File: config.mk
export PLATFORM = sky130hd
export DESIGN_NAME = aes_stream_driver
export DESIGN_NICKNAME = d
export VERILOG_FILES = /design/src/rtl/aes_stream_driver.sv
export SDC_FILE = /design/constraint.sdc
export NUM_CORES = 1
export LEC_CHECK = 0
export ABC_AREA = 1
export CORE_AREA = 2 2 331 235
export CTS_CLUSTER_SIZE = 16
export DETAILED_ROUTE_END_ITERATION = 12
export DIE_AREA = 0 0 333 237
export PLACE_DENSITY_LB_ADDON = 0.05
export SLEW_MARGIN = 20
export SYNTH_ARGS = -nofsm -noshare
export SYNTH_HDL_FRONTEND = slang
export SYNTH_SLANG_ARGS = --single-unit
File: constraint.sdc
create_clock -name clk -period 22.7 [get_ports clk]
set_input_delay 3.405 -clock clk [delete_from_list [all_inputs] [get_ports clk]]
set_output_delay 3.405 -clock clk [all_outputs]
set_load 0.01 [all_outputs]
File: src/rtl/aes_stream_driver.sv
// aes_stream_driver: byte-stream front-end for a pipelined, non-stallable AES
// core. Packs input bytes into zero-padded 128-bit blocks, issues them with a
// per-message key/mode, buffers core results under a credit scheme and
// serialises them back out as bytes with a last marker.
module aes_stream_driver #(
   parameter int unsigned OUT_DEPTH    = 4,
   parameter int unsigned CORE_LATENCY = 40
) (
   input  logic         clk,
   input  logic         rst,
   input  logic [127:0] key,
   input  logic         decrypt,
   input  logic         in_valid,
   output logic         in_ready,
   input  logic [7:0]   in_data,
   input  logic         in_last,
   output logic         core_valid_in,
   output logic [127:0] core_in,
   output logic [127:0] core_key,
   output logic         core_decrypt,
   input  logic         core_valid_out,
   input  logic [127:0] core_out,
   output logic         out_valid,
   input  logic         out_ready,
   output logic [7:0]   out_data,
   output logic         out_last,
   output logic [31:0]  busy_cycles
);

   localparam int unsigned CW = $clog2(OUT_DEPTH + 1);
   localparam int unsigned PW = (OUT_DEPTH > 1) ? $clog2(OUT_DEPTH) : 1;
   localparam int unsigned DW = $clog2(CORE_LATENCY + 1);

   localparam logic [CW-1:0] DEPTH_C = CW'(OUT_DEPTH);
   localparam logic [DW-1:0] LAT_C   = DW'(CORE_LATENCY);

   typedef enum logic [1:0] {
      DRAIN    = 2'd0,
      ASSEMBLE = 2'd1,
      FULL     = 2'd2
   } state_t;

   state_t         state_q, state_d;

   // drain timer
   logic [DW-1:0]  drain_cnt;

   // block assembly
   logic [3:0]     byte_cnt;
   logic [127:0]   blk;
   logic           blk_last;
   logic           blk_first;
   logic           msg_open;
   logic [127:0]   key_q;
   logic           dec_q;

   // credits and output buffer
   logic [CW-1:0]  in_flight;
   logic [CW-1:0]  buf_count;
   logic [127:0]   buf_mem [OUT_DEPTH];
   logic [OUT_DEPTH-1:0] tag_mem;
   logic [PW-1:0]  buf_wp;
   logic [PW-1:0]  tag_wp;
   logic [PW-1:0]  rd_ptr;
   logic [3:0]     out_idx;

   // message timer
   logic           busy_run;
   logic [31:0]    busy_q;

   logic           accept;
   logic           issue;
   logic           capture;
   logic           push;
   logic           out_fire;
   logic           pop;
   logic           credit;

   function automatic logic [PW-1:0] ptr_next(input logic [PW-1:0] p);
      return (p == PW'(OUT_DEPTH - 1)) ? '0 : p + 1'b1;
   endfunction

   // blocks outstanding in the core plus blocks parked in the buffer
   assign credit   = ({1'b0, in_flight} + {1'b0, buf_count}) < {1'b0, DEPTH_C};
   assign accept   = in_valid & in_ready;
   assign issue    = core_valid_in;
   assign capture  = core_valid_out & (state_q != DRAIN);
   assign push     = capture & (buf_count < DEPTH_C);
   assign out_fire = out_valid & out_ready;
   assign pop      = out_fire & (out_idx == 4'd15);

   // state register
   always_ff @(posedge clk) begin
      if (rst) state_q <= DRAIN;
      else     state_q <= state_d;
   end

   // next state, input handshake and issue strobe
   always_comb begin
      state_d       = state_q;
      in_ready      = 1'b0;
      core_valid_in = 1'b0;
      unique case (state_q)
         DRAIN: begin
            if (drain_cnt == LAT_C) state_d = ASSEMBLE;
         end
         ASSEMBLE: begin
            in_ready = 1'b1;
            if (in_valid && (in_last || byte_cnt == 4'd15)) state_d = FULL;
         end
         FULL: begin
            if (credit) begin
               core_valid_in = 1'b1;
               state_d       = ASSEMBLE;
            end
         end
         default: state_d = DRAIN;
      endcase
   end

   // drain timer: covers every result that may still be inside the core
   always_ff @(posedge clk) begin
      if (rst || state_q != DRAIN || drain_cnt == LAT_C) drain_cnt <= '0;
      else                                               drain_cnt <= drain_cnt + 1'b1;
   end

   // byte packing (first byte in the MSB) and per-message key/mode latch
   always_ff @(posedge clk) begin
      if (rst) begin
         byte_cnt  <= '0;
         blk       <= '0;
         blk_last  <= 1'b0;
         blk_first <= 1'b0;
         msg_open  <= 1'b0;
         key_q     <= '0;
         dec_q     <= 1'b0;
      end else begin
         if (accept) begin
            if (byte_cnt == 4'd0) begin
               // first byte of a block also clears the padding bytes
               blk       <= {in_data, 120'b0};
               blk_first <= ~msg_open;
               if (!msg_open) begin
                  key_q <= key;
                  dec_q <= decrypt;
               end
            end else begin
               blk[{~byte_cnt, 3'b111} -: 8] <= in_data;
            end
            blk_last <= in_last;
            msg_open <= ~in_last;
            byte_cnt <= byte_cnt + 1'b1;
         end
         if (issue) byte_cnt <= '0;
      end
   end

   // credit counters and buffer pointers
   always_ff @(posedge clk) begin
      if (rst) begin
         in_flight <= '0;
         buf_count <= '0;
         buf_wp    <= '0;
         tag_wp    <= '0;
         rd_ptr    <= '0;
         out_idx   <= '0;
      end else begin
         if (issue && !capture)                         in_flight <= in_flight + 1'b1;
         else if (capture && !issue && in_flight != '0) in_flight <= in_flight - 1'b1;

         if (push && !pop)      buf_count <= buf_count + 1'b1;
         else if (pop && !push) buf_count <= buf_count - 1'b1;

         if (issue) tag_wp <= ptr_next(tag_wp);
         if (push)  buf_wp <= ptr_next(buf_wp);
         if (pop)   rd_ptr <= ptr_next(rd_ptr);

         if (out_fire) out_idx <= out_idx + 1'b1;
      end
   end

   // result and tag storage; results return in issue order, so both share rd_ptr
   always_ff @(posedge clk) begin
      if (push)  buf_mem[buf_wp] <= core_out;
      if (issue) tag_mem[tag_wp] <= blk_last;
   end

   // message timer: first issue to acceptance of the out_last byte
   always_ff @(posedge clk) begin
      if (rst) begin
         busy_q   <= '0;
         busy_run <= 1'b0;
      end else if (issue && blk_first) begin
         busy_q   <= 32'd1;
         busy_run <= 1'b1;
      end else if (busy_run) begin
         busy_q <= busy_q + 1'b1;
         if (out_fire && out_last) busy_run <= 1'b0;
      end
   end

   assign out_valid    = (buf_count != '0);
   assign out_data     = out_valid ? buf_mem[rd_ptr][{~out_idx, 3'b111} -: 8] : 8'h00;
   assign out_last     = out_valid & (out_idx == 4'd15) & tag_mem[rd_ptr];
   assign core_in      = blk;
   assign core_key     = key_q;
   assign core_decrypt = dec_q;
   assign busy_cycles  = busy_q;

endmodule

Word level (Yosys, flattened, before mapping)
Memories as Yosys holds them, arrays and structs flattened. A register that Yosys moved wholly into a read port is not among the register bits.
Cells that the tools add are included.

word-level totals
  flip-flop bits (word level) = 325
  bits in writable memories = 512
  input port bits = 271
  word-level logic and storage cells = 123
  memories kept = 1

cells by class
  add/sub/neg operators = 13
  $lt $le $gt $ge = 5
  eq/ne operators = 11
  shift operators = 3
  multiplexer cells = 31
  bitwise gates (word level) = 11
  reduce and logical (&&, ||, !) cells = 29

memories
  name     words  bits a word  read ports  clocked after memory_dff  wr ports  RTL line  text
  buf_mem  4      128          1           1                         1         60        logic [127:0] buf_mem [OUT_DEPTH];

operators by type and width
  operator                 number
  $shift 8x9->135 const A  1
  $shiftx 135x8->8         1
  $shiftx 8x9->135         1
  $bwmux 128               1
  $mux 128                 1
  $add 32x1->32 const B    1
  $mux 2                   8
  $mux 1                   12
  $mux 3                   4
  $logic_and 1x1->1        9
  $neg 7->9                1
  $add 4x1->4 const B      2
  $eq 2x2->1 const B       4
  $eq 4x4->1 const B       2
  $mux 8                   1
  $not 4->4                2
  $reduce_bool 2->1        4
  $and 1x1->1              7
  $add 2x1->2 const B      3
  $add 3x1->3 const B      2
  $add 6x1->6 const B      1
  $eq 6x6->1 const B       1
  $lt 2x3->1 const B       2
  $ne 2x2->1 const B       3
  other kinds (19)         29

Depth between registers and ports, before layout
Gate-level depths: netlist of the first run.

  depth in word-level cells = 9
  depth in mapped cells = 14
  mapped depth without buffers = 13

Least setup slack after synthesis of the first run
Ideal clock, no wire load.

  kind = in2reg
  start point = input core_valid_out
  end point = memory buf_mem[0][0] (enable)
  arrival time = 9.082 ns
  data required time = 22.083 ns
  path slack = 13.000 ns
  stages on the path = 4
  buffers on the path = 0
  cell sequence = inv_1 > nor2_1 > nand2_1 > nor2_1

on the way
  word-level cells in the longest chain between the ends = 4

ends and longest elaborated chain
  what                          RTL line  text
  start: declaration            21        input logic core_valid_out,
  $and 1x1->1                   87        assign capture = core_valid_out & (state_q != DRAIN);
  $and 1x1->1                   88        assign push = capture & (buf_count < DEPTH_C);
  $mux 1                        184       if (push) buf_mem[buf_wp] <= core_out;
  $mux 1 (implied by the code)  184
  end: declaration              60

No other way between the ends.

==> results of run 1 <==
how the worst min path moves through the flow:
stage / endpoint / slack (ns) / cells after the start
after floorplan: drain_cnt[0] / 0.44 / 1
after global placement: core_in[78] / 0.45 / 2
after detailed placement: core_in[65] / 0.45 / 2
after CTS: core_in[65] / 0.46 / 2
after global routing: core_in[64] / 0.48 / 2
final: core_in[4] / 0.46 / 2
critical path, cell delays in order (launching register included):
cell and delay (ns):
dfxtp_4 0.51, inv_4 0.32, buf_4 0.69, buf_4 0.60
nand3_1 0.13, nand3_1 0.11, nand2_1 0.14, nor2_1 0.58
nand2_1 0.13, nand3_1 0.11, a21oi_1 0.12, clkdlybuf4s50_1 0.53
power breakdown:
group / leakage (nW) / internal, W / switching [W] / total [W]
logic: 7.47 / 0.0000427 / 0.0000333 / 0.0000761
clock network: 1.34 / 0.000789 / 0.000588 / 0.00138
registers: 7.23 / 0.00161 / 0.000000537 / 0.00161
total: 16.0 / 0.00245 / 0.000622 / 0.00307
cells by family (layout without fill, tap and decap cells):
logic type / count (synthesis) / count (layout) / synth area share, %
other: 0 / 9 / 0
flip-flops: 839 / 839 / 65.0
adder cells (fa/ha/maj): 24 / 24 / 0.933
AO/OA/AOI/OAI: 435 / 435 / 6.67
AND/OR/NAND/NOR: 1829 / 1829 / 22.2
buffers and inverters: 399 / 973 / 4.81
XOR/XNOR: 17 / 17 / 0.440
per-stage QoR:
| stage | setup WS [ns] | util [%] | instances |
|---|---|---|---|
| 6_report | 14.62 | 56.6 | 5126 |
| 5_1_grt | 14.37 | 56.6 | 5122 |
| 4_1_cts | 14.71 | 56.6 | 5117 |
| 3_5_place_dp | 15.30 | 53.0 | 4961 |
| 3_3_place_gp | 15.31 | 53.0 | 4961 |
| 2_1_floorplan | 13.00 | - | 3543 |
flip-flops by register name, indices dropped and copies added, names as in the netlist, 3 cells and up, named ones only:
register and flops:
buf_count 3, core_in 128, out_idx 4, tag_mem 4, in_flight 3, drain_cnt 6, core_key 128, buf_mem 512
busy_cycles 32, byte_cnt 4
layout make-up:
type | instances | area, µm² | area share (%)
Antenna cell | 9 | 22.5 | 0.0524
Clock buffer | 123 | 2420 | 5.64
Clock inverter | 33 | 294 | 0.684
Multi-Input combinational cell | 2305 | 10200 | 23.8
Timing Repair Buffer | 598 | 5930 | 13.8
Tap cell | 1000 | 1250 | 2.91
Inverter | 219 | 835 | 1.94
Sequential cell | 839 | 22000 | 51.1
metal layers:
metal	up-vias	global-route usage, %
li1	12826	-
met1	12475	37.9
met2	899	38.9
met3	160	6.43
met4	30	6.55
met5	-	0
cells in the final DEF, fill, tap and decap left out, types with 11 or more instances in the layout:
cell,instances
clkbuf_8,11
o21ai_0,178
edfxtp_1,516
o21ai_1,41
buf_4,27
a21oi_1,187
inv_1,203
dfxtp_1,321
ha_1,22
nand2_1,859
clkinv_2,13
nor3_1,45
nor2_1,549
xor2_1,12
clkinv_1,14
clkdlybuf4s50_1,570
nand3_1,339
clkbuf_1,24
clkbuf_16,87
==> flow_metrics.py, run 1 <==
metrics = {
    "run_status": {
        "outcome": "completed",
    },
    "synthesis": {
        "synth_common_cells": "nand2_1, nor2_1, edfxtp_1, nand3_1, dfxtp_1",
        "synth_most_common_cell": "nand2_1",
        "synth_edf_count": 516,
        "synthArstFlopShare_pct": 0,
        "ys_warn_count": 0,
        "ys_types": 43,
        "synth-main-ff-cell": "edfxtp_1",
        "synth_area_leaders": "edfxtp_1, dfxtp_1, nand2_1",
        "yosysTopAreaCell": "edfxtp_1",
        "netlist_area_um2": 33800,
        "synth-seq-area-share_pct": 65.0,
        "synthCells": 3543,
        "synth_top_area_share_pct": 45.8,
        "synth.avg_cell_area_um2": 9.54,
        "synth-seq-cells": 839,
        "syn_nets": 3838,
    },
    "critical_path": {
        "worstReg2RegStart": "byte_cnt[1]",
        "cp-end-kind": "output port",
        "crit_type": "reg -> out",
        "critical_path.endpoint": "out_data[1]",
        "path_max_fanout": 56,
        "r2r_slack_ns": 18.53,
        "r2r_cells": 13,
        "cp.arrival_ns": 4.67,
        "crit_path_start_kind": "flip-flop",
        "cp_data_required_time_ns": 19.30,
        "r2r_end": "core_key[41]",
    },
    "placement": {
        "dpl_cell_area_um2": 40200,
        "dp_hpwl_um": 69500,
        "gp_congestion": 0.856,
        "io_buffers": 571,
    },
    "sta": {
        "worst_slew_pin_slew_ns": 1.09,
        "holdWs_ns": 0.460,
        "fmax_mhz": 124,
        "maxSlewViolCount": 0,
        "rsz0062_at_grt": "no",
        "final.setup.tns_ns": 0,
        "finalClockSkew_ns": 0.0244,
        "fin_crit_ns": 8.08,
        "relSlewSlack_pct": 27.1,
        "final_hold_viol_count": 0,
        "finalSetupViolations": 0,
        "period_share_pct": 35.6,
    },
    "power_and_ir_drop": {
        "p_leak_nw": 16.0,
        "p_total_w": 0.00307,
        "vdd_ir_drop_max_v": 0.0000516,
        "power_density_nw_per_um2": 71.4,
    },
    "detailed_routing": {
        "drt_iter0_drc": 2479,
        "drc": 0,
        "num_vias": 26390,
        "finalWirelength_um": 105000,
        "highest_layer": "met5",
        "wl_met1_um": 47800,
        "ant_nets": 0,
        "routed-wl-met3_um": 8370,
        "dr.pass1.iters": 6,
        "via_per_inst": 5.15,
        "detail_route.wl_per_cell_um": 20.6,
        "dr_wl_met2_um": 47100,
    },
    "clock_network": {
        "clk_path_buf_depth": 3,
        "root_buffer": "clkbuf_16",
        "insertion_delay_ns": 0.65,
        "htreeDepth": 3,
        "path_clk_slew_ns": 0.06,
        "clock-sinks": 839,
        "post_cts_buffers": 0,
        "cts_hold_buf": 0,
        "cts_tree": "built",
        "cts_buffers": 84,
        "cts_resized": 0,
    },
    "min_path": {
        "min-delay-start": "core_in[4]",
        "worst_hold_path_type": "reg -> reg",
    },
    "global_route": {
        "antenna_found_initial": 24,
        "grt_pass1_wl_um": 156000,
        "grt_max_degree": 129,
        "grt_use_total_pct": 26.0,
        "grt_pass1_vias": 24222,
        "grt-ovfl-total": 0,
    },
    "die": {
        "die_y_um": 237,
        "rows": 85,
        "dieArea_um2": 78900,
        "boundaryPins": 572,
        "start_util_pct": 44.5,
        "core_area_um2": 75900,
        "die_w_um": 333,
    },
    "final_layout": {
        "fillers": 6812,
        "fin_nets": 4342,
        "area_delta_synth_final_pct": 27.1,
        "finalInstanceArea_um2": 43000,
        "drive_gt1_share_pct": 4.59,
    },
    "run": {
        "drv_cap": 0,
    },
}
Note: power is estimated with default switching activity, not from simulation.
==> inputs of run 2 (changes only) <==
==> constraint.sdc (replaced) <==
create_clock -name clk -period 7.2 [get_ports clk]
set_input_delay 1.08 -clock clk [delete_from_list [all_inputs] [get_ports clk]]
set_output_delay 1.08 -clock clk [all_outputs]
set_load 0.01 [all_outputs]
==> flow_metrics.py, run 2 (synthesis gave the netlist of run 1 again) <==
metrics = {
    "run_status": {
        "outcome": "completed",
    },
    "final_layout": {
        "ff_latch_area_um2": 22000,
        "area_delta_synth_final_pct": 26.8,
        "final_common_cell": "nand2_1",
        "fillers": 6823,
        "fin_nets": 4338,
        "largest_reg_flops": 512,
        "fin_util_pct": 56.4,
        "final_cell_mix": "nand2_1, clkdlybuf4s50_1, nor2_1, edfxtp_1, nand3_1",
        "regMostFlops": "buf_mem",
        "drive_gt1_share_pct": 4.48,
        "multiInputGateArea_um2": 10200,
    },
    "detailed_routing": {
        "ant_nets": 0,
        "finalWirelength_um": 104000,
        "via_per_inst": 5.15,
        "dr.pass1.iters": 5,
        "drt_iter0_drc": 2374,
        "drc": 0,
        "num_vias": 26354,
        "detail_route.wl_per_cell_um": 20.4,
    },
    "clock_network": {
        "clk_path_buf_depth": 3,
        "cts_tree": "built",
        "root_buffer": "clkbuf_16",
        "post_cts_buffers": 0,
        "clock-sinks": 839,
        "cts_buffers": 81,
        "cts_resized": 0,
        "path_clk_slew_ns": 0.06,
        "cts_hold_buf": 0,
        "insertion_delay_ns": 0.65,
        "htreeDepth": 3,
    },
    "sta": {
        "period_share_pct": 71.5,
        "fin_crit_ns": 5.15,
        "fmax_mhz": 194,
        "final.setup.tns_ns": 0,
        "worst_slew_pin_slew_ns": 1.16,
        "final_hold_viol_count": 0,
        "finalSetupViolations": 0,
        "relSlewSlack_pct": 22.0,
        "holdWs_ns": 0.460,
        "rsz0062_at_grt": "no",
        "fin_ws_ns": 2.05,
        "maxSlewViolCount": 0,
        "finalClockSkew_ns": 0.0294,
    },
    "die": {
        "die_w_um": 333,
        "start_util_pct": 44.5,
        "core_area_um2": 75900,
        "die_y_um": 237,
        "dieArea_um2": 78900,
        "boundaryPins": 572,
        "rows": 85,
    },
    "power_and_ir_drop": {
        "p_total_w": 0.00944,
        "power_density_nw_per_um2": 220,
        "vdd_ir_drop_max_v": 0.000145,
        "p_leak_nw": 16.0,
    },
    "critical_path": {
        "cp.arrival_ns": 4.07,
        "path_cells": "inv_6, buf_12, nand2_1, nand2_1, nand2_1, a21oi_1, nor2_1, nand2_1, nand3_1, a21oi_1, clkdlybuf4s50_1",
        "cp_data_required_time_ns": 6.12,
        "crit_type": "reg -> out",
        "path_max_fanout": 111,
        "crit_path_start_kind": "flip-flop",
        "cp-end-kind": "output port",
        "slowest_stage": "clkdlybuf4s50_1",
        "slowest_delay_ns": 0.63,
        "cpMostUsedCell": "nand2_1",
    },
    "placement": {
        "io_buffers": 571,
        "dp_worst_setup_slack_ns": 2.74,
        "gp_congestion": 0.853,
        "dp_hpwl_um": 68000,
    },
    "global_route": {
        "grt_pass1_vias": 24164,
        "grt-ovfl-total": 0,
        "antenna_found_initial": 30,
        "grt_max_degree": 177,
        "grt_use_total_pct": 25.7,
        "grt_pass1_wl_um": 154000,
    },
    "run": {
        "drv_cap": 0,
    },
    "min_path": {
        "worst_hold_path_type": "reg -> reg",
    },
}
-- run 2: cell count changes in the layout (fill, tap and decap cells not counted), sizes merged --
cell      previous run  this run
diode                9        14
buf                 28        27
bufinv               4         1
clkinv              30        39
inv                217       216
clkbuf             123       108
clkinvlp             1         2
-- run 2: path summary, 6_finish.rpt --
| path | endpoint | cells after the start | slack [ns] | startpoint |
|---|---|---|---|---|
| max | out_data[1] | 11 | 2.05 | flip-flop |
| min | core_in[27] | 2 | 0.46 | core_in[27] |
| min reg2reg | core_in[27] | 2 | 0.46 | core_in[27] |
| max reg2reg | core_key[12] | 11 | 3.29 | byte_cnt[1] |
-- run 2: stage by stage --
stage / area, µm² / cells
after floorplan: 33800 / 3543
after detailed placement: 40300 / 4960
final: 42900 / 5121
after CTS: 42800 / 5107
after global routing: 42800 / 5116
after global placement: 40300 / 4960
-- run 2: final cells by class --
| class | instances | share of cell area (%) |
|---|---|---|
| inverters | 219 | 1.95 |
| clock buffers | 108 | 5.26 |
| repair buffers | 597 | 14.0 |
| diodes | 14 | 0.0817 |
| clock inverters | 39 | 0.625 |
| multi-input cells | 2305 | 23.9 |
| well taps | 1000 | 2.92 |
| flip-flops and latches | 839 | 51.3 |
-- run 2: worst max-delay path: cells and delay by family (launching register included) --
kind,cells,cell delay (ns)
buffers and inverters,3,1.67
AND/OR/NAND/NOR,6,0.57
AO/OA/AOI/OAI,2,0.56
flip-flops,1,0.49
-- run 2: layer usage --
metal	routed length (µm)	GRT usage (%)	vias to the layer above	part of all wire, %
li1	-	-	12830	-
met1	47400	37.3	12491	45
met2	46100	37.7	846	44
met3	8000	6.63	159	7.7
met4	2630	8.36	28	2.5
met5	182	0	-	0.17
-- run 2: power breakdown --
group | switching [W] | internal, W | total [W]
clock network | 0.00186 | 0.00225 | 0.00411
logic | 0.000102 | 0.000135 | 0.000237
registers | 0.00000167 | 0.00509 | 0.00509
total | 0.00197 | 0.00747 | 0.00944
==> inputs of run 3 (changes only) <==
==> constraint.sdc (replaced) <==
create_clock -name clk -period 5.3 [get_ports clk]
set_input_delay 0.795 -clock clk [delete_from_list [all_inputs] [get_ports clk]]
set_output_delay 0.795 -clock clk [all_outputs]
set_load 0.01 [all_outputs]
==> flow_metrics.py, run 3 (synthesis gave the netlist of run 1 again) <==
metrics = {
    "run_status": {
        "outcome": "completed",
    },
    "run": {
        "drv_cap": 0,
    },
    "min_path": {
        "worst_hold_path_type": "reg -> reg",
        "min-delay-start": "core_in[66]",
    },
    "placement": {
        "io_buffers": 571,
        "gp_congestion": 0.869,
        "dp_hpwl_um": 70600,
        "dp_worst_setup_slack_ns": 1.23,
        "dpl_cell_area_um2": 40400,
    },
    "final_layout": {
        "largest_reg_flops": 512,
        "final_common_cell": "nand2_1",
        "drive_gt1_share_pct": 4.61,
        "finalInstanceArea_um2": 43200,
        "fin_nets": 4347,
        "area_delta_synth_final_pct": 27.7,
        "final_cell_mix": "nand2_1, clkdlybuf4s50_1, nor2_1, edfxtp_1, nand3_1",
        "regMostFlops": "buf_mem",
    },
    "clock_network": {
        "clk_path_buf_depth": 3,
        "cts_buffers": 82,
        "cts_tree": "built",
        "cts_hold_buf": 0,
        "clock-sinks": 839,
        "root_buffer": "clkbuf_16",
        "cts_resized": 0,
        "path_clk_slew_ns": 0.06,
        "htreeDepth": 3,
        "insertion_delay_ns": 0.64,
        "post_cts_buffers": 0,
    },
    "detailed_routing": {
        "finalWirelength_um": 107000,
        "ant_nets": 0,
        "drc": 0,
        "num_vias": 26517,
        "via_per_inst": 5.17,
        "detail_route.wl_per_cell_um": 20.9,
        "dr.pass1.iters": 5,
        "drt_iter0_drc": 2669,
    },
    "critical_path": {
        "crit_path_start_kind": "flip-flop",
        "path_cells": "inv_4, buf_4, nor2_1, o21ai_0, a21oi_1, nor2_1, nand2_1, nand3_1, a21oi_1, clkdlybuf4s50_1",
        "slowest_delay_ns": 0.73,
        "cp-end-kind": "output port",
        "slowest_stage": "dfxtp_4",
        "cp.arrival_ns": 3.93,
        "crit_type": "reg -> out",
        "path_max_fanout": 73,
        "cp_data_required_time_ns": 4.51,
        "worstReg2RegStart": "byte_cnt[1]",
    },
    "global_route": {
        "grt_pass1_wl_um": 159000,
        "grt-ovfl-total": 0,
        "grt_use_total_pct": 26.5,
        "antenna_found_initial": 23,
        "grt_pass1_vias": 24579,
        "grt_max_degree": 147,
    },
    "power_and_ir_drop": {
        "power_density_nw_per_um2": 308,
        "p_leak_nw": 16.1,
        "vdd_ir_drop_max_v": 0.000207,
    },
    "sta": {
        "finalSetupViolations": 0,
        "period_share_pct": 89.2,
        "final.setup.tns_ns": 0,
        "final_hold_viol_count": 0,
        "rsz0062_at_grt": "no",
        "worst_slew_pin_slew_ns": 1.02,
        "relSlewSlack_pct": 31.9,
        "finalClockSkew_ns": 0.0157,
        "maxSlewViolCount": 0,
        "fin_crit_ns": 4.73,
        "fmax_mhz": 212,
        "fin_ws_ns": 0.572,
    },
    "die": {
        "die_w_um": 333,
        "die_y_um": 237,
        "rows": 85,
        "boundaryPins": 572,
        "core_area_um2": 75900,
        "dieArea_um2": 78900,
        "start_util_pct": 44.5,
    },
}
[run 3: cell count changes in the layout (fill, tap and decap cells not counted), moves of 3 or more]
cell and change:
buf_4 +6, clkinv_2 -10, clkbuf_16 +3, inv_4 -3, clkbuf_8 +3, bufinv_16 +6
diode_2 -7, clkbuf_1 +6
[run 3: worst max-delay path: cells and delay by family (launching register included)]
kind	cells	cell delay, ns
flops	1	0.73
buf+inv	3	1.55
simple gates	4	0.41
compound gates	3	0.57
[run 3: path summary, 6_finish.rpt]
check,endpoint,slack (ns),cells after the start
max,out_data[2],0.57,10
min,core_in[66],0.46,2
max reg2reg,core_key[35],1.59,12
min reg2reg,core_in[66],0.46,2
[run 3: per-stage QoR]
| step | total power [W] | utilization (%) | cells | hold slack [ns] |
|---|---|---|---|---|
| after floorplan | 0.00711 | - | 3543 | 0.441 |
| after global placement | 0.00738 | 53.2 | 4968 | 0.449 |
| after detailed placement | 0.00738 | 53.2 | 4968 | 0.452 |
| after CTS | 0.0134 | 56.8 | 5118 | 0.462 |
| after global routing | 0.0137 | 56.8 | 5121 | 0.478 |
| final | 0.0133 | 56.8 | 5125 | 0.461 |
[run 3: cell type report]
class	count	area (µm²)
Clock inverter	29	352
Antenna cell	7	17.5
Clock buffer	121	2400
Sequential cell	839	22000
Timing Repair Buffer	605	6080
Multi-Input combinational cell	2305	10200
Fill cell	6720	32800
Tap cell	1000	1250
Inverter	219	835
[run 3: power by group]
group	total [W]	switching, W	internal (W)
registers	0.00691	0.00000212	0.00691
logic	0.000325	0.000141	0.000183
clock network	0.00604	0.00255	0.00349
[run 3: layer usage]
metal / wire length (µm) / vias to the layer above / GRT usage [%]
met5: 190 / - / 0
met4: 2770 / 28 / 7.56
met3: 8500 / 179 / 6.74
met2: 46600 / 954 / 38.7
met1: 48900 / 12526 / 38.8
li1: - / 12830 / -
